File: config.mk
export PLATFORM = sky130hd
export DESIGN_NAME = dmem_arbiter_flat
export DESIGN_NICKNAME = d
export VERILOG_FILES = /design/src/rtl/dmem_arbiter_if.sv /design/src/rtl/dmem_arbiter.sv /design/src/flat_wrapper.sv
export SDC_FILE = /design/constraint.sdc
export NUM_CORES = 1
export LEC_CHECK = 0
export ABC_AREA = 1
export BUFFER_PORTS_ARGS = -buffer_cell sky130_fd_sc_hd__buf_2
export CAP_MARGIN = 20
export CORE_MARGIN = 10
export CORE_UTILIZATION = 42
export CTS_BUF_LIST = sky130_fd_sc_hd__clkbuf_8 sky130_fd_sc_hd__clkbuf_16
export DETAILED_ROUTE_END_ITERATION = 7
export GPL_TIMING_DRIVEN = 0
export PLACE_DENSITY_LB_ADDON = 0.12
export SYNTH_ARGS = -nofsm -noshare
export SYNTH_HDL_FRONTEND = slang
export SYNTH_SLANG_ARGS = --single-unit
File: constraint.sdc
create_clock -name clk -period 1.55 [get_ports clk]
set_input_delay 0.31 -clock clk [delete_from_list [all_inputs] [get_ports clk]]
set_output_delay 0.31 -clock clk [all_outputs]
set_load 0.05 [all_outputs]
File: src/rtl/dmem_arbiter_if.sv
// rtl/dmem_arbiter_if.sv - CPU, host and data-memory signal bundle for dmem_arbiter
interface dmem_arbiter_if #(
  parameter int DATA_W = 32
);
  logic              cpu_req;
  logic              cpu_we;
  logic [DATA_W-1:0] cpu_addr;
  logic [DATA_W-1:0] cpu_wdata;
  logic              cpu_ack;
  logic [DATA_W-1:0] cpu_rdata;
  logic              cpu_stall;

  logic              host_req;
  logic              host_we;
  logic [DATA_W-1:0] host_addr;
  logic [DATA_W-1:0] host_wdata;
  logic              host_ack;
  logic [DATA_W-1:0] host_rdata;

  logic [DATA_W-1:0] mem_addr;
  logic [DATA_W-1:0] mem_wdata;
  logic              mem_we;
  logic              mem_re;
  logic [DATA_W-1:0] mem_rdata;

  logic              busy;
  logic              last_grant;

  modport slave (
    input  cpu_req, cpu_we, cpu_addr, cpu_wdata,
    output cpu_ack, cpu_rdata, cpu_stall,
    input  host_req, host_we, host_addr, host_wdata,
    output host_ack, host_rdata,
    output mem_addr, mem_wdata, mem_we, mem_re,
    input  mem_rdata,
    output busy, last_grant
  );

  modport master (
    output cpu_req, cpu_we, cpu_addr, cpu_wdata,
    input  cpu_ack, cpu_rdata, cpu_stall,
    output host_req, host_we, host_addr, host_wdata,
    input  host_ack, host_rdata,
    input  mem_addr, mem_wdata, mem_we, mem_re,
    output mem_rdata,
    input  busy, last_grant
  );
endinterface

File: src/rtl/dmem_arbiter.sv
// rtl/dmem_arbiter.sv - CPU/host arbiter for the single-port data memory; DMEM_ARB_CPU_PRIO_EN gives the CPU strict priority
module dmem_arbiter #(
  parameter int DATA_W  = 32,
  parameter int MEM_LAT = 1
) (
  input logic           clk,
  input logic           reset,
  dmem_arbiter_if.slave bus
);
  typedef enum logic [1:0] {
    IDLE   = 2'd0,
    ACCESS = 2'd1,
    WAIT   = 2'd2,
    DONE   = 2'd3
  } state_t;

  localparam logic [3:0] LAT_M1 = 4'(MEM_LAT - 1);

  state_t            state_q, state_d;
  logic              we_q, we_d;
  logic [DATA_W-1:0] addr_q, addr_d;
  logic [DATA_W-1:0] wdata_q, wdata_d;
  logic              grant_q, grant_d;
  logic [3:0]        cnt_q, cnt_d;
  logic [DATA_W-1:0] cpu_rdata_q, cpu_rdata_d;
  logic [DATA_W-1:0] host_rdata_q, host_rdata_d;
  logic              pick_host;
  logic              any_req;
  logic              cpu_ack_w;
  logic              host_ack_w;

  assign any_req = bus.cpu_req | bus.host_req;

`ifdef DMEM_ARB_CPU_PRIO_EN
  // Strict priority: the host is granted only when the CPU is not asking.
  assign pick_host = bus.host_req & ~bus.cpu_req;
`else
  // Round-robin: on contention the port that did not own the last grant wins.
  assign pick_host = bus.host_req & (~bus.cpu_req | ~grant_q);
`endif

  // Next-state logic, request latching and read-data capture into the winner's register.
  always_comb begin
    state_d      = state_q;
    we_d         = we_q;
    addr_d       = addr_q;
    wdata_d      = wdata_q;
    grant_d      = grant_q;
    cnt_d        = cnt_q;
    cpu_rdata_d  = cpu_rdata_q;
    host_rdata_d = host_rdata_q;

    case (state_q)
      IDLE: begin
        if (any_req) begin
          grant_d = pick_host;
          we_d    = pick_host ? bus.host_we    : bus.cpu_we;
          addr_d  = pick_host ? bus.host_addr  : bus.cpu_addr;
          wdata_d = pick_host ? bus.host_wdata : bus.cpu_wdata;
          cnt_d   = LAT_M1;
          state_d = ACCESS;
        end
      end
      ACCESS: begin
        state_d = (we_q || (MEM_LAT <= 1)) ? DONE : WAIT;
      end
      WAIT: begin
        cnt_d = cnt_q - 4'd1;
        if (cnt_q <= 4'd1) begin
          state_d = DONE;
        end
      end
      DONE: begin
        state_d = IDLE;
      end
      default: begin
        state_d = IDLE;
      end
    endcase

    // Read data is sampled on the edge that enters DONE; the other port's register holds.
    if (!we_q && ((state_q == ACCESS) || (state_q == WAIT)) && (state_d == DONE)) begin
      if (grant_q) begin
        host_rdata_d = bus.mem_rdata;
      end else begin
        cpu_rdata_d = bus.mem_rdata;
      end
    end
  end

  // State register; reset abandons any in-flight access and hands the first contention to the CPU.
  always_ff @(posedge clk or negedge reset) begin
    if (!reset) begin
      state_q      <= IDLE;
      we_q         <= 1'b0;
      addr_q       <= '0;
      wdata_q      <= '0;
      grant_q      <= 1'b1;
      cnt_q        <= 4'd0;
      cpu_rdata_q  <= '0;
      host_rdata_q <= '0;
    end else begin
      state_q      <= state_d;
      we_q         <= we_d;
      addr_q       <= addr_d;
      wdata_q      <= wdata_d;
      grant_q      <= grant_d;
      cnt_q        <= cnt_d;
      cpu_rdata_q  <= cpu_rdata_d;
      host_rdata_q <= host_rdata_d;
    end
  end

  assign cpu_ack_w  = (state_q == DONE) & ~grant_q;
  assign host_ack_w = (state_q == DONE) & grant_q;

  assign bus.cpu_ack    = cpu_ack_w;
  assign bus.host_ack   = host_ack_w;
  assign bus.cpu_rdata  = cpu_rdata_q;
  assign bus.host_rdata = host_rdata_q;
  assign bus.cpu_stall  = bus.cpu_req & ~cpu_ack_w;

  assign bus.mem_addr   = addr_q;
  assign bus.mem_wdata  = wdata_q;
  assign bus.mem_we     = (state_q == ACCESS) & we_q;
  assign bus.mem_re     = (state_q == ACCESS) & ~we_q;

  assign bus.busy       = (state_q != IDLE);
  assign bus.last_grant = grant_q;
endmodule

File: src/flat_wrapper.sv
// flat-port wrapper written by rule: the top's interface ports become plain ports
module dmem_arbiter_flat 
#(
  parameter int DATA_W  = 32,
  parameter int MEM_LAT = 1
)
  (clk, reset, bus_cpu_req, bus_cpu_we, bus_cpu_addr, bus_cpu_wdata, bus_cpu_ack, bus_cpu_rdata, bus_cpu_stall, bus_host_req, bus_host_we, bus_host_addr, bus_host_wdata, bus_host_ack, bus_host_rdata, bus_mem_addr, bus_mem_wdata, bus_mem_we, bus_mem_re, bus_mem_rdata, bus_busy, bus_last_grant);
  dmem_arbiter_if #(.DATA_W(DATA_W)) bus_i ();
  input logic clk;
  input logic reset;
  input wire logic [$bits(bus_i.cpu_req)-1:0] bus_cpu_req;
  input wire logic [$bits(bus_i.cpu_we)-1:0] bus_cpu_we;
  input wire logic [$bits(bus_i.cpu_addr)-1:0] bus_cpu_addr;
  input wire logic [$bits(bus_i.cpu_wdata)-1:0] bus_cpu_wdata;
  output wire logic [$bits(bus_i.cpu_ack)-1:0] bus_cpu_ack;
  output wire logic [$bits(bus_i.cpu_rdata)-1:0] bus_cpu_rdata;
  output wire logic [$bits(bus_i.cpu_stall)-1:0] bus_cpu_stall;
  input wire logic [$bits(bus_i.host_req)-1:0] bus_host_req;
  input wire logic [$bits(bus_i.host_we)-1:0] bus_host_we;
  input wire logic [$bits(bus_i.host_addr)-1:0] bus_host_addr;
  input wire logic [$bits(bus_i.host_wdata)-1:0] bus_host_wdata;
  output wire logic [$bits(bus_i.host_ack)-1:0] bus_host_ack;
  output wire logic [$bits(bus_i.host_rdata)-1:0] bus_host_rdata;
  output wire logic [$bits(bus_i.mem_addr)-1:0] bus_mem_addr;
  output wire logic [$bits(bus_i.mem_wdata)-1:0] bus_mem_wdata;
  output wire logic [$bits(bus_i.mem_we)-1:0] bus_mem_we;
  output wire logic [$bits(bus_i.mem_re)-1:0] bus_mem_re;
  input wire logic [$bits(bus_i.mem_rdata)-1:0] bus_mem_rdata;
  output wire logic [$bits(bus_i.busy)-1:0] bus_busy;
  output wire logic [$bits(bus_i.last_grant)-1:0] bus_last_grant;
  assign bus_i.cpu_req = bus_cpu_req;
  assign bus_i.cpu_we = bus_cpu_we;
  assign bus_i.cpu_addr = bus_cpu_addr;
  assign bus_i.cpu_wdata = bus_cpu_wdata;
  assign bus_cpu_ack = bus_i.cpu_ack;
  assign bus_cpu_rdata = bus_i.cpu_rdata;
  assign bus_cpu_stall = bus_i.cpu_stall;
  assign bus_i.host_req = bus_host_req;
  assign bus_i.host_we = bus_host_we;
  assign bus_i.host_addr = bus_host_addr;
  assign bus_i.host_wdata = bus_host_wdata;
  assign bus_host_ack = bus_i.host_ack;
  assign bus_host_rdata = bus_i.host_rdata;
  assign bus_mem_addr = bus_i.mem_addr;
  assign bus_mem_wdata = bus_i.mem_wdata;
  assign bus_mem_we = bus_i.mem_we;
  assign bus_mem_re = bus_i.mem_re;
  assign bus_i.mem_rdata = bus_mem_rdata;
  assign bus_busy = bus_i.busy;
  assign bus_last_grant = bus_i.last_grant;
  dmem_arbiter #(.DATA_W(DATA_W), .MEM_LAT(MEM_LAT)) u_core (.clk(clk), .reset(reset), .bus(bus_i));
endmodule
# == Word level (Yosys, flattened, before mapping) ==
# Cells that the tools add are included.
# classes
addsub,1
mul,0
div,0
order_cmp,1
n_eq_ne,5
n_shift,0
mux,8
bitwise_logic,12
n_reduce_logical,11
# ops
op,n
two-way mux 32 bit,2
case mux 2 bit (4 select lines),1
case mux 4 bit (2 select lines),1
AND reduction 2 bit,4
AND 1 bit,6
"== test 2 bit, second input constant",3
"less-or-equal comparator 4 x 1 -> 1 bit, second input constant",1
two-way mux 2 bit,2
two-way mux 4 bit,1
inverter 1 bit,4
nonzero test 2 bit,2
"subtractor 4 x 1 -> 4 bit, second input constant",1
"== test 2 x 1 -> 1 bit, second input constant",1
logical AND 1 bit,2
logical NOT 2 bit,1
"inequality test 2 x 1 -> 1 bit, second input constant",1
OR 1 bit,2
logical NOT 1 bit,1
logical OR 1 bit,1
two-way mux 1 bit,1
# word_totals
ff_bits,136
latch_bits,0
mem_bits_rw,0
romBits,0
input_bits,166
output_inout_bits,135
memories,0

# == Depth between registers and ports, before layout ==
# Gate-level depths: netlist (run 1).
# depth
ltp_word,6
ltp_mapped,12
mapped_depth_nobuf,11

# == Least setup slack after synthesis (run 1) ==
# No wires, ideal clock.
# synth_timing
path_type,register to output
startpoint,reg u_core.grant_q (netlist: u_core.bus.last_grant)
endpoint,out bus_cpu_stall
arrival_time_ps,1781
t_required_ps,1240
path_slack_ps,-541
path_stages_with_launch,4
path_cell_list,dfstp_2 buf_6 nor2_1 nor2_1
# synth_via
elab_chain_cells,4
# synth_lines
element,line,text
start: declaration,dmem_arbiter.sv:23,"logic grant_q, grant_d;"
start signal: assignment,dmem_arbiter.sv:107,grant_q <= grant_d;
inverter 1 bit,dmem_arbiter.sv:114,assign cpu_ack_w = (state_q == DONE) & ~grant_q;
AND 1 bit,dmem_arbiter.sv:114,
net bus_cpu_ack,flat_wrapper.sv:15,output wire logic [$bits(bus_i.cpu_ack)-1:0] bus_cpu_ack;
inverter 1 bit,dmem_arbiter.sv:121,assign bus.cpu_stall = bus.cpu_req & ~cpu_ack_w;
AND 1 bit,dmem_arbiter.sv:121,
end: declaration,flat_wrapper.sv:17,output wire logic [$bits(bus_i.cpu_stall)-1:0] bus_cpu_stall;
# The timed path passes the listed nets, and every way through them passes these cells.

# == Worst setup path after layout (run 1) ==
# layout_timing
startpoint,reg u_core.grant_q (netlist: u_core.bus.last_grant)
endpoint,out bus_host_ack
# layout_via
elab_chain_cells,1
# layout_lines
element,line,text
AND 1 bit,dmem_arbiter.sv:115,assign host_ack_w = (state_q == DONE) & grant_q;
end: declaration,flat_wrapper.sv:22,output wire logic [$bits(bus_i.host_ack)-1:0] bus_host_ack;
# No other way between the ends.

==> metrics.yaml, run 1 <==
worst_setup_path:
  critical_path_fanout_max: 4
  timing_worst_setup_path_type: "flip-flop to output port"
  worst_setup_path_start_kind: "flip-flop"
  worstSetupEndpointType: "output port"
  timing.reg2reg.worst_path_depth: 9
  reg2reg_setup_slack_ns: -0.16
  crit_arrival_ns: 1.42
  cp_data_required_time_ns: 1.24
  worstReg2RegEnd: "u_core.bus.host_rdata[10]"
  crit-reg2reg-launch: "u_core.state_q[1]"
power:
  power.static_leakage_nw: 5.25
  powerDensity_mw_per_mm2: 2920
  max-vdd-ir-drop_v: 0.00165
  total_power_of_the_final_layout_mw: 29.9
route:
  via_cell_ratio: 5.08
  drt_drc_violations_left: 0
  routedLengthMet1_mm: 10.1
  drt_first_pass_iters: 7
  routed_wl_mm: 24.5
  routed_met3_length_mm: 1.82
  top_routing_layer_in_use: "met5"
  num_vias: 6454
  routed_wire_length_per_instance_um: 19.3
  first_iter_violations: 380
  routed-wl-met2_mm: 12.2
  detail-route-antenna-nets: 0
global_route:
  grt_max_degree: 85
  number_of_antenna_violations_at_the_first_check_in_global_routing: 5
  wire_length_of_the_first_global_routing_pass_mm: 36.1
  grt_pass1_vias: 6490
  track_usage: 0.228
  grt_overflow: 0
logic_synthesis:
  syn-instance-count: 706
  synth_top_family_by_area: "simple AND/OR/NAND/NOR gates"
  netlist_area_pre_place_mm2: 0.00613
  yosys.area_share.simple: 0.251
  synthAdderAreaFrac: 0.0122
  synth.distinct_cells: 25
  yosys_register_bits: 136
  seq_area_frac_synth: 0.555
  syn-num-nets: 878
  ys.warnings.count: 0
  post_synth_mux_area_share: 0
  syn_avg_cell_area_um2: 8.69
  synthXorXnorAreaFrac: 0
  synthesized_area_fraction_occupied_by_ao_oa_aoi_and_oai_cells: 0.112
layout:
  layout.cells.most_common_list: "buf_2 (300), dfrtp_1 (134), nand2_1 (114)"
  layout.core_utilization: 0.711
  final_nets: 1241
  layout.cells.most_common: "buf_2"
  filler_cell_count: 1129
  final_layout_size_suffix_gt1_frac: 0.568
  seq_area_mm2: 0.00341
  layoutNonFillerInstCount: 1270
  syn_to_final_growth_pct: 67.2
  multiInputGateArea_mm2: 0.00301
floorplan:
  die_area_mm2: 0.0198
  initial_core_util: 0.425
  die-width_um: 141
  num_io_pins: 301
  core-area_mm2: 0.0144
  die_height_um: 141
  fp-row-count: 44
clock_network:
  tritoncts: "done"
  clk-insertion-delay-late_ns: 0.43
  worst_setup_hold_path_clk_slew_ns: 0.06
  clock_path_buffers: 2
  cts_htree_levels: 4
  clkSinkCount: 136
  cts_made_buffers: 17
  cts.root.buffer_cell: "clkbuf_16"
sta:
  hold_viol_final: 0
  finalSetupViolCount: 127
  worst_slew_pin_slew_ns: 0.514
  slew_violations: 0
  setup_total_negative_slack_ns: -12.97
  timing.clock.skew_ns: 0.00946
  worst_slew_margin_rel: 0.657
  finalWorstSetupSlack_ns: -0.182
  min_period_ns: 1.73
  max_freq_mhz: 577
  rsz0062_at_grt: "true"
  timing.final.crit_share: 1.12
min_path:
  hold_path.class: "input pin to flip-flop"
  holdPathEnd: "u_core.bus.mem_wdata[29]"
  min_delay_path_depth: 3
  worstHoldStart: "bus_host_wdata[29]"
run_status:
  failed_checks: "setup timing"
  status: "finished, violations left"
placed_design:
  hpwl_mm: 16.9
  io_buffers: 300
  routability_cong: 0.841
  dpl.cell_count: 1191
run:
  maxCapViolCount: 0
==> repair_timing <==
action                                  CTS  global route
pin swaps                                17            53
cloned                                    9            10
hold endpoints to repair                 52             0
hold buffers                              1             0
setup buffers                            12            11
gates resized for setup                 150           207
endpoints found under the setup margin  130           136
==> kinds of logic after synthesis <==
group / Yosys count
simple gates: 356
compound gates: 136
fa+ha+maj: 6
buf+inv: 72
flops: 136
==> cell type report <==
cell class,instances,share of cell area
Clock buffer,18,0.0428
Timing Repair Buffer,344,0.220
Inverter,17,0.00817
Multi-Input combinational cell,498,0.294
Buffer,55,0.0603
Clock inverter,14,0.0194
Sequential cell,136,0.332
Tap cell,184,0.0224
Antenna cell,4,0.000976
==> power by group <==
group	internal [mW]	switching (mW)	total [mW]
logic	6.64	12.5	19.1
clock network	2.75	1.59	4.34
registers	5.30	1.15	6.45
==> flip-flops by register name (all words and copies together) (netlist names) <==
| signal | cells |
|---|---|
| u_core.bus.cpu_rdata | 32 |
| u_core.bus.host_rdata | 32 |
| u_core.bus.last_grant | 1 |
| u_core.bus.mem_addr | 32 |
| u_core.bus.mem_wdata | 32 |
| u_core.cnt_q | 4 |
| u_core.state_q | 2 |
| u_core.we_q | 1 |
==> through the flow <==
stage | area (um^2) | worst slack (ns) | hold slack, ns
3_3_place_gp | 7930 | -1.85 | 0.450
4_1_cts | 9290 | -0.191 | 0.135
3_5_place_dp | 7960 | -0.195 | 0.293
6_report | 10300 | -0.182 | 0.127
5_1_grt | 10300 | -0.236 | 0.140
2_1_floorplan | 6200 | -0.0461 | 0.0144
==> cell usage after synthesis <==
cell / number / area, um^2
nand2_1: 208 / 781
dfrtp_1: 135 / 3380
o21ai_0: 79 / 395
nor2_1: 73 / 274
nand4_1: 64 / 400
o21ai_1: 54 / 270
buf_2: 37 / 185
inv_1: 13 / 48.8
buf_6: 11 / 124
ha_1: 6 / 75.1
clkbuf_1: 4 / 15.0
nand3_1: 4 / 20.0
inv_2: 3 / 11.3
a21oi_1: 2 / 10.0
nand3_2: 2 / 20.0
nor2_4: 2 / 22.5
buf_12: 1 / 20.0
buf_4: 1 / 7.51
buf_8: 1 / 15.0
clkinv_1: 1 / 3.75
dfstp_2: 1 / 26.3
nand2_4: 1 / 11.3
nor2_2: 1 / 6.26
nor3_1: 1 / 5.00
o21ai_2: 1 / 8.76
==> how the worst max path moves through the flow <==
stage               slack [ns]             startpoint  depth (start not counted)                   endpoint
detailed placement       -0.19      u_core.state_q[0]                          8   u_core.bus.host_rdata[6]
global route             -0.24        u_core.cnt_q[0]                         13  u_core.bus.host_rdata[24]
finish                   -0.18  u_core.bus.last_grant                          5               bus_host_ack
floorplan                -0.05  u_core.bus.last_grant                          3              bus_cpu_stall
CTS                      -0.19  u_core.bus.last_grant                          5               bus_host_ack
global placement         -1.85                  reset                          1    u_core.bus.mem_addr[19]
==> critical path: stages, from the launching register on <==
cell        delay, ns
dfstp_2          0.54
buf_8            0.12
buf_8            0.10
nand2_4          0.04
clkinvlp_4       0.06
buf_8            0.14
==> layer usage <==
metal / track usage / vias up
li1: - / 3095
met1: 0.289 / 3099
met2: 0.364 / 225
met3: 0.0692 / 33
met4: 0.0739 / 2
met5: 0 / -
(Power assumes the default switching activity.)
==> inputs of run 2 (changes only) <==
--- a/config.mk
+++ b/config.mk
@@ -14,6 +14,7 @@
 export DETAILED_ROUTE_END_ITERATION = 7
 export GPL_TIMING_DRIVEN = 0
 export PLACE_DENSITY_LB_ADDON = 0.12
+export SKIP_CTS_REPAIR_TIMING = 1
 export SYNTH_ARGS = -nofsm -noshare
 export SYNTH_HDL_FRONTEND = slang
 export SYNTH_SLANG_ARGS = --single-unit
==> run 2 against run 1 <==
Effect of this change:
- the flow still finishes with violations (setup timing)
- die area is the same
- clock power is essentially flat
- sequential share of layout area grew 3.1 points
- register-to-register slack gained 0.06 ns
- combinational power shrank 15%
- setup slack lost 0.0013 ns
- routed wire length shrank 6.5%
- critical path type unchanged
- critical endpoint unchanged
==> metrics.yaml, run 2 (synthesis gave the netlist of run 1 again) <==
global_route:
  wire_length_of_the_first_global_routing_pass_mm: 34.6
  grt_max_degree: 85
  grt_overflow: 0
  track_usage: 0.217
  grt_pass1_vias: 6304
  number_of_antenna_violations_at_the_first_check_in_global_routing: 5
sta:
  hold_viol_final: 0
  timing.clock.skew_ns: 0.00996
  max_freq_mhz: 577
  finalSetupViolCount: 115
  finalWorstSetupSlack_ns: -0.183
  worst_slew_pin_slew_ns: 0.512
  min_period_ns: 1.73
  rsz0062_at_grt: "true"
  timing.final.crit_share: 1.12
  worst_slew_margin_rel: 0.659
  slew_violations: 0
worst_setup_path:
  timing_worst_setup_path_type: "flip-flop to output port"
  crit_arrival_ns: 1.42
  critical-path-top-cell-by-count: "buf_8"
  critical_path_fanout_max: 5
  worstReg2RegEnd: "u_core.bus.cpu_rdata[23]"
  critPathMaxStageDelay_ns: 0.54
  worst_setup_path_start_kind: "flip-flop"
  reg2reg_setup_slack_ns: -0.10
  cp_data_required_time_ns: 1.24
  critical_path.cell_chain: "buf_8 -> buf_8 -> nand2_2 -> clkinvlp_4 -> buf_8"
  critical_path.slowest_cell: "dfstp_2"
  timing.reg2reg.worst_path_depth: 8
  crit-reg2reg-launch: "u_core.state_q[1]"
  worstSetupEndpointType: "output port"
floorplan:
  num_io_pins: 301
  initial_core_util: 0.425
  die_area_mm2: 0.0198
  fp-row-count: 44
  core-area_mm2: 0.0144
  die_height_um: 141
  die-width_um: 141
power:
  power.static_leakage_nw: 4.97
  total_power_of_the_final_layout_mw: 26.8
  powerDensity_mw_per_mm2: 2850
  sequentialPowerShare: 0.232
  pwr-share-clk: 0.162
  net-switching-power_mw: 13.9
  comb_power_share: 0.606
  p_int_mw: 12.8
  netSwitchingFraction: 0.520
  max-vdd-ir-drop_v: 0.00139
route:
  first_iter_violations: 338
  routed_wl_mm: 22.9
  detail-route-antenna-nets: 0
  via_cell_ratio: 5.03
  routed_wire_length_per_instance_um: 18.4
  drt_first_pass_iters: 4
  drt_drc_violations_left: 0
  num_vias: 6267
layout:
  syn_to_final_growth_pct: 53.0
  stdcell_area_mm2: 0.00938
  final_nets: 1218
  layout.cells.most_common_list: "buf_2 (302), nand2_1 (186), dfrtp_1 (135)"
  layout.cells.most_common: "buf_2"
  layoutNonFillerInstCount: 1247
  final_layout_size_suffix_gt1_frac: 0.454
clock_network:
  tritoncts: "done"
  cts_made_buffers: 17
  clkSinkCount: 136
  worst_setup_hold_path_clk_slew_ns: 0.06
  cts.root.buffer_cell: "clkbuf_16"
  clock_path_buffers: 2
  cts_htree_levels: 4
  clk-insertion-delay-late_ns: 0.42
placed_design:
  placedInstanceArea_mm2: 0.00796
  placement.setup.worst_slack_ns: -0.195
  hpwl_mm: 16.9
  io_buffers: 300
  routability_cong: 0.841
  dpl.cell_count: 1191
run_status:
  failed_checks: "setup timing"
  status: "finished, violations left"
min_path:
  worstHoldStart: "bus_host_wdata[29]"
  hold_path.class: "input pin to flip-flop"
  min_delay_path_depth: 3
  holdPathEnd: "u_core.bus.mem_wdata[29]"
run:
  maxCapViolCount: 0
## run 2: changes by cell type in the layout (fill, tap and decap cells not counted), moves of 5 or more
cell / previous run / this run
nand2_1: 114 / 186
nand2_2: 72 / 19
o21ai_2: 54 / 29
o21ai_0: 9 / 29
nand2_4: 22 / 4
buf_6: 32 / 21
o21ai_1: 69 / 76
buf_12: 8 / 3
buf_4: 18 / 13
buf_8: 21 / 16
ha_4: 6 / 1
inv_1: 2 / 7
## run 2: cell type report
type,instances,area (um^2)
plain buffers,55,567
fillers,1278,5040
clock buffers,18,439
diodes,4,10.0
flip-flops and latches,136,3400
inverters,17,76.3
multi-input cells,498,2530
clock inverters,14,199
well taps,184,230
repair buffers,321,1930
## run 2: worst max-delay path: cells and delay by family (launching register included)
kind,cells,cell delay [ns]
DFF,1,0.54
buffers and inverters,4,0.41
and+or+nand+nor,1,0.05
## run 2: worst max path at each step
stage	startpoint	end	slack, ns	cells after the start
final	u_core.bus.last_grant	bus_host_ack	-0.18	5
after global routing	u_core.state_q[0]	u_core.bus.host_rdata[19]	-0.27	10
after CTS	u_core.bus.last_grant	bus_host_ack	-0.49	5
after detailed placement	u_core.state_q[0]	u_core.bus.host_rdata[6]	-0.19	8
after global placement	reset	u_core.bus.mem_addr[19]	-1.85	1
after floorplan	u_core.bus.last_grant	bus_cpu_stall	-0.05	3
## run 2: stage by stage
step	TNS (ns)	util	hold slack, ns
final	-6.36	0.651	0.133
after global placement	-263.06	0.550	0.450
after CTS	-17.69	0.596	-0.156
after floorplan	-0.485	-	0.0144
after global routing	-23.10	0.651	0.143
after detailed placement	-14.14	0.552	0.293
## run 2: power groups by stage
stage / combinational [mW] / clock [mW] / sequential (mW)
floorplan: 5.05 / 0 / 11.7
global placement: 14.4 / 0 / 6.13
detailed placement: 14.5 / 0 / 6.17
CTS: 14.5 / 4.40 / 6.13
global route: 17.3 / 4.55 / 6.42
finish: 16.2 / 4.33 / 6.22
## run 2: metal layers
layer | up-vias | global-route usage | wire [um]
met5 | - | 0 | 13
met4 | 2 | 0.0745 | 334
met3 | 25 | 0.0668 | 1630
met2 | 209 | 0.344 | 11100
met1 | 2977 | 0.274 | 9820
li1 | 3054 | - | -
==> inputs of run 3 (changes only) <==
--- a/config.mk
+++ b/config.mk
@@ -12,8 +12,9 @@
 export CORE_UTILIZATION = 42
 export CTS_BUF_LIST = sky130_fd_sc_hd__clkbuf_8 sky130_fd_sc_hd__clkbuf_16
 export DETAILED_ROUTE_END_ITERATION = 7
-export GPL_TIMING_DRIVEN = 0
-export PLACE_DENSITY_LB_ADDON = 0.12
+export GPL_TIMING_DRIVEN = 1
+export HOLD_SLACK_MARGIN = 0.02
+export PLACE_DENSITY = 0.77
 export SKIP_CTS_REPAIR_TIMING = 1
 export SYNTH_ARGS = -nofsm -noshare
 export SYNTH_HDL_FRONTEND = slang
==> run 3 against run 2 <==
Effect of this change:
- power decreased by 2.6%
- critical endpoint is now bus_cpu_stall
- setup slack got worse by 0.014 ns
- clock-buffer cell count increased by 2
- the run still ends with setup timing left
- combinational power decreased by 6%
- die area unchanged
- routed wire length decreased by 0.40%
- utilization decreased by 3.2 points
- final cell count decreased by 2.7%
- register-to-register slack got worse by 0.06 ns
- final area decreased by 4.9%
- hold slack improved by 0.015 ns
- via count increased by 0.99%
==> metrics.yaml, run 3 (synthesis gave the netlist of run 1 again) <==
floorplan:
  fp-row-count: 44
  die_height_um: 141
  initial_core_util: 0.425
  die_area_mm2: 0.0198
  num_io_pins: 301
  die-width_um: 141
  core-area_mm2: 0.0144
route:
  routed_wire_length_per_instance_um: 18.8
  drt_drc_violations_left: 0
  first_iter_violations: 577
  routed_wl_mm: 22.8
  num_vias: 6329
  detail-route-antenna-nets: 0
  via_cell_ratio: 5.22
  drt_first_pass_iters: 5
worst_setup_path:
  timing_worst_setup_path_type: "flip-flop to output port"
  critPathMaxStageDelay_ns: 0.39
  critical_path.slowest_cell: "dfrtp_1"
  critical_path_fanout_max: 2
  worstSetupEndpointType: "output port"
  cp_data_required_time_ns: 1.24
  worst_path_dominant_cell_family: "flip-flops"
  worst_setup_path_start_kind: "flip-flop"
  critical-path-top-cell-by-count: "nor2_4"
  critical_path.cell_chain: "buf_6 -> ha_4 -> inv_2 -> nor2_4 -> nor2_4 -> buf_8"
  cp_num_buf_inv: 3
  crit_arrival_ns: 1.44
clock_network:
  clock_path_buffers: 2
  tritoncts: "done"
  cts_made_buffers: 17
  worst_setup_hold_path_clk_slew_ns: 0.06
  clkSinkCount: 136
  clk-insertion-delay-late_ns: 0.41
  cts.root.buffer_cell: "clkbuf_16"
  cts_htree_levels: 4
run_status:
  status: "finished, violations left"
  failed_checks: "setup timing"
sta:
  max_freq_mhz: 572
  slew_violations: 0
  timing.clock.skew_ns: 0.00900
  finalSetupViolCount: 83
  hold_viol_final: 0
  min_period_ns: 1.75
  timing.final.crit_share: 1.13
  rsz0062_at_grt: "true"
  worst_slew_pin_slew_ns: 0.356
  setup_total_negative_slack_ns: -7.96
  finalWorstSetupSlack_ns: -0.198
  worst_slew_margin_rel: 0.763
global_route:
  track_usage: 0.210
  grt_max_degree: 66
  wire_length_of_the_first_global_routing_pass_mm: 33.6
  grt_overflow: 0
  number_of_antenna_violations_at_the_first_check_in_global_routing: 2
  grt_pass1_vias: 6320
layout:
  layoutNonFillerInstCount: 1213
  layout.cells.most_common: "buf_2"
  layout.cells.most_common_list: "buf_2 (292), nand2_1 (204), dfrtp_1 (135)"
  seq_area_mm2: 0.00340
  final_layout_size_suffix_gt1_frac: 0.390
  syn_to_final_growth_pct: 45.5
  final_nets: 1187
  multiInputGateArea_mm2: 0.00238
  filler_cell_count: 1264
placed_design:
  dpl.cell_count: 1168
  hpwl_mm: 16.2
  placement.setup.worst_slack_ns: -0.0198
  routability_cong: 0.880
  io_buffers: 300
power:
  power.static_leakage_nw: 4.78
  max-vdd-ir-drop_v: 0.00205
  powerDensity_mw_per_mm2: 2920
run:
  maxCapViolCount: 0
min_path:
  hold_path.class: "input pin to flip-flop"
==> run 3: changes by cell type in the layout (fill, tap and decap cells not counted), moves of 4 or more <==
cell,change
o21ai_0,+13
o21ai_2,-29
clkinv_4,-4
o21ai_1,+15
buf_2,-10
buf_6,-14
buf_4,+8
nand2_1,+18
clkbuf_4,-5
nand2_2,-16
buf_8,-12
buf_12,+12
clkbuf_16,-6
==> run 3: cell type report <==
cell class | count | share of cell area
diodes | 2 | 0.000561
clock buffers | 20 | 0.0523
clock inverters | 11 | 0.0217
inverters | 17 | 0.00785
multi-input cells | 498 | 0.267
flip-flops and latches | 136 | 0.381
well taps | 184 | 0.0258
repair buffers | 345 | 0.244
==> run 3: path summary, 6_finish.rpt <==
path	from	end	slack, ns	depth (start not counted)
setup / recovery	u_core.state_q[1]	bus_cpu_stall	-0.20	6
hold / removal	bus_host_addr[15]	u_core.bus.mem_addr[15]	0.15	3
setup reg to reg	u_core.state_q[0]	u_core.bus.host_rdata[1]	-0.16	10
hold reg to reg	u_core.bus.cpu_rdata[15]	u_core.bus.cpu_rdata[15]	0.47	2
max in group asynchronous	reset	u_core.bus.mem_wdata[19]	0.66	3
min in group asynchronous	reset	u_core.bus.mem_addr[16]	0.36	2
==> run 3: power by group <==
group	internal (mW)	switching, mW	total (mW)
registers	5.29	0.988	6.28
logic	4.15	11.1	15.2
clock network	2.98	1.54	4.52
==> run 3: tightest hold or removal path: stages <==
cell     delay [ns]
buf_2          0.07
nor2_1         0.03
o21ai_1        0.11
==> run 3: per-layer routing <==
metal | track usage | up-vias | part of all wire
met1 | 0.245 | 3073 | 0.39
met3 | 0.0601 | 38 | 0.067
met5 | 0 | - | 0
met4 | 0.0799 | 0 | 0.023
met2 | 0.358 | 239 | 0.52
li1 | - | 2979 | -
==> run 3: metrics by stage <==
stage	power [mW]	hold WS, ns	utilization	cell area, um^2
2_1_floorplan	16.8	0.0144	-	6200
3_3_place_gp	20.3	0.226	0.552	7970
3_5_place_dp	20.6	0.227	0.552	7970
4_1_cts	25.2	-0.223	0.598	8630
5_1_grt	27.4	0.142	0.619	8930
6_report	26.0	0.148	0.619	8930
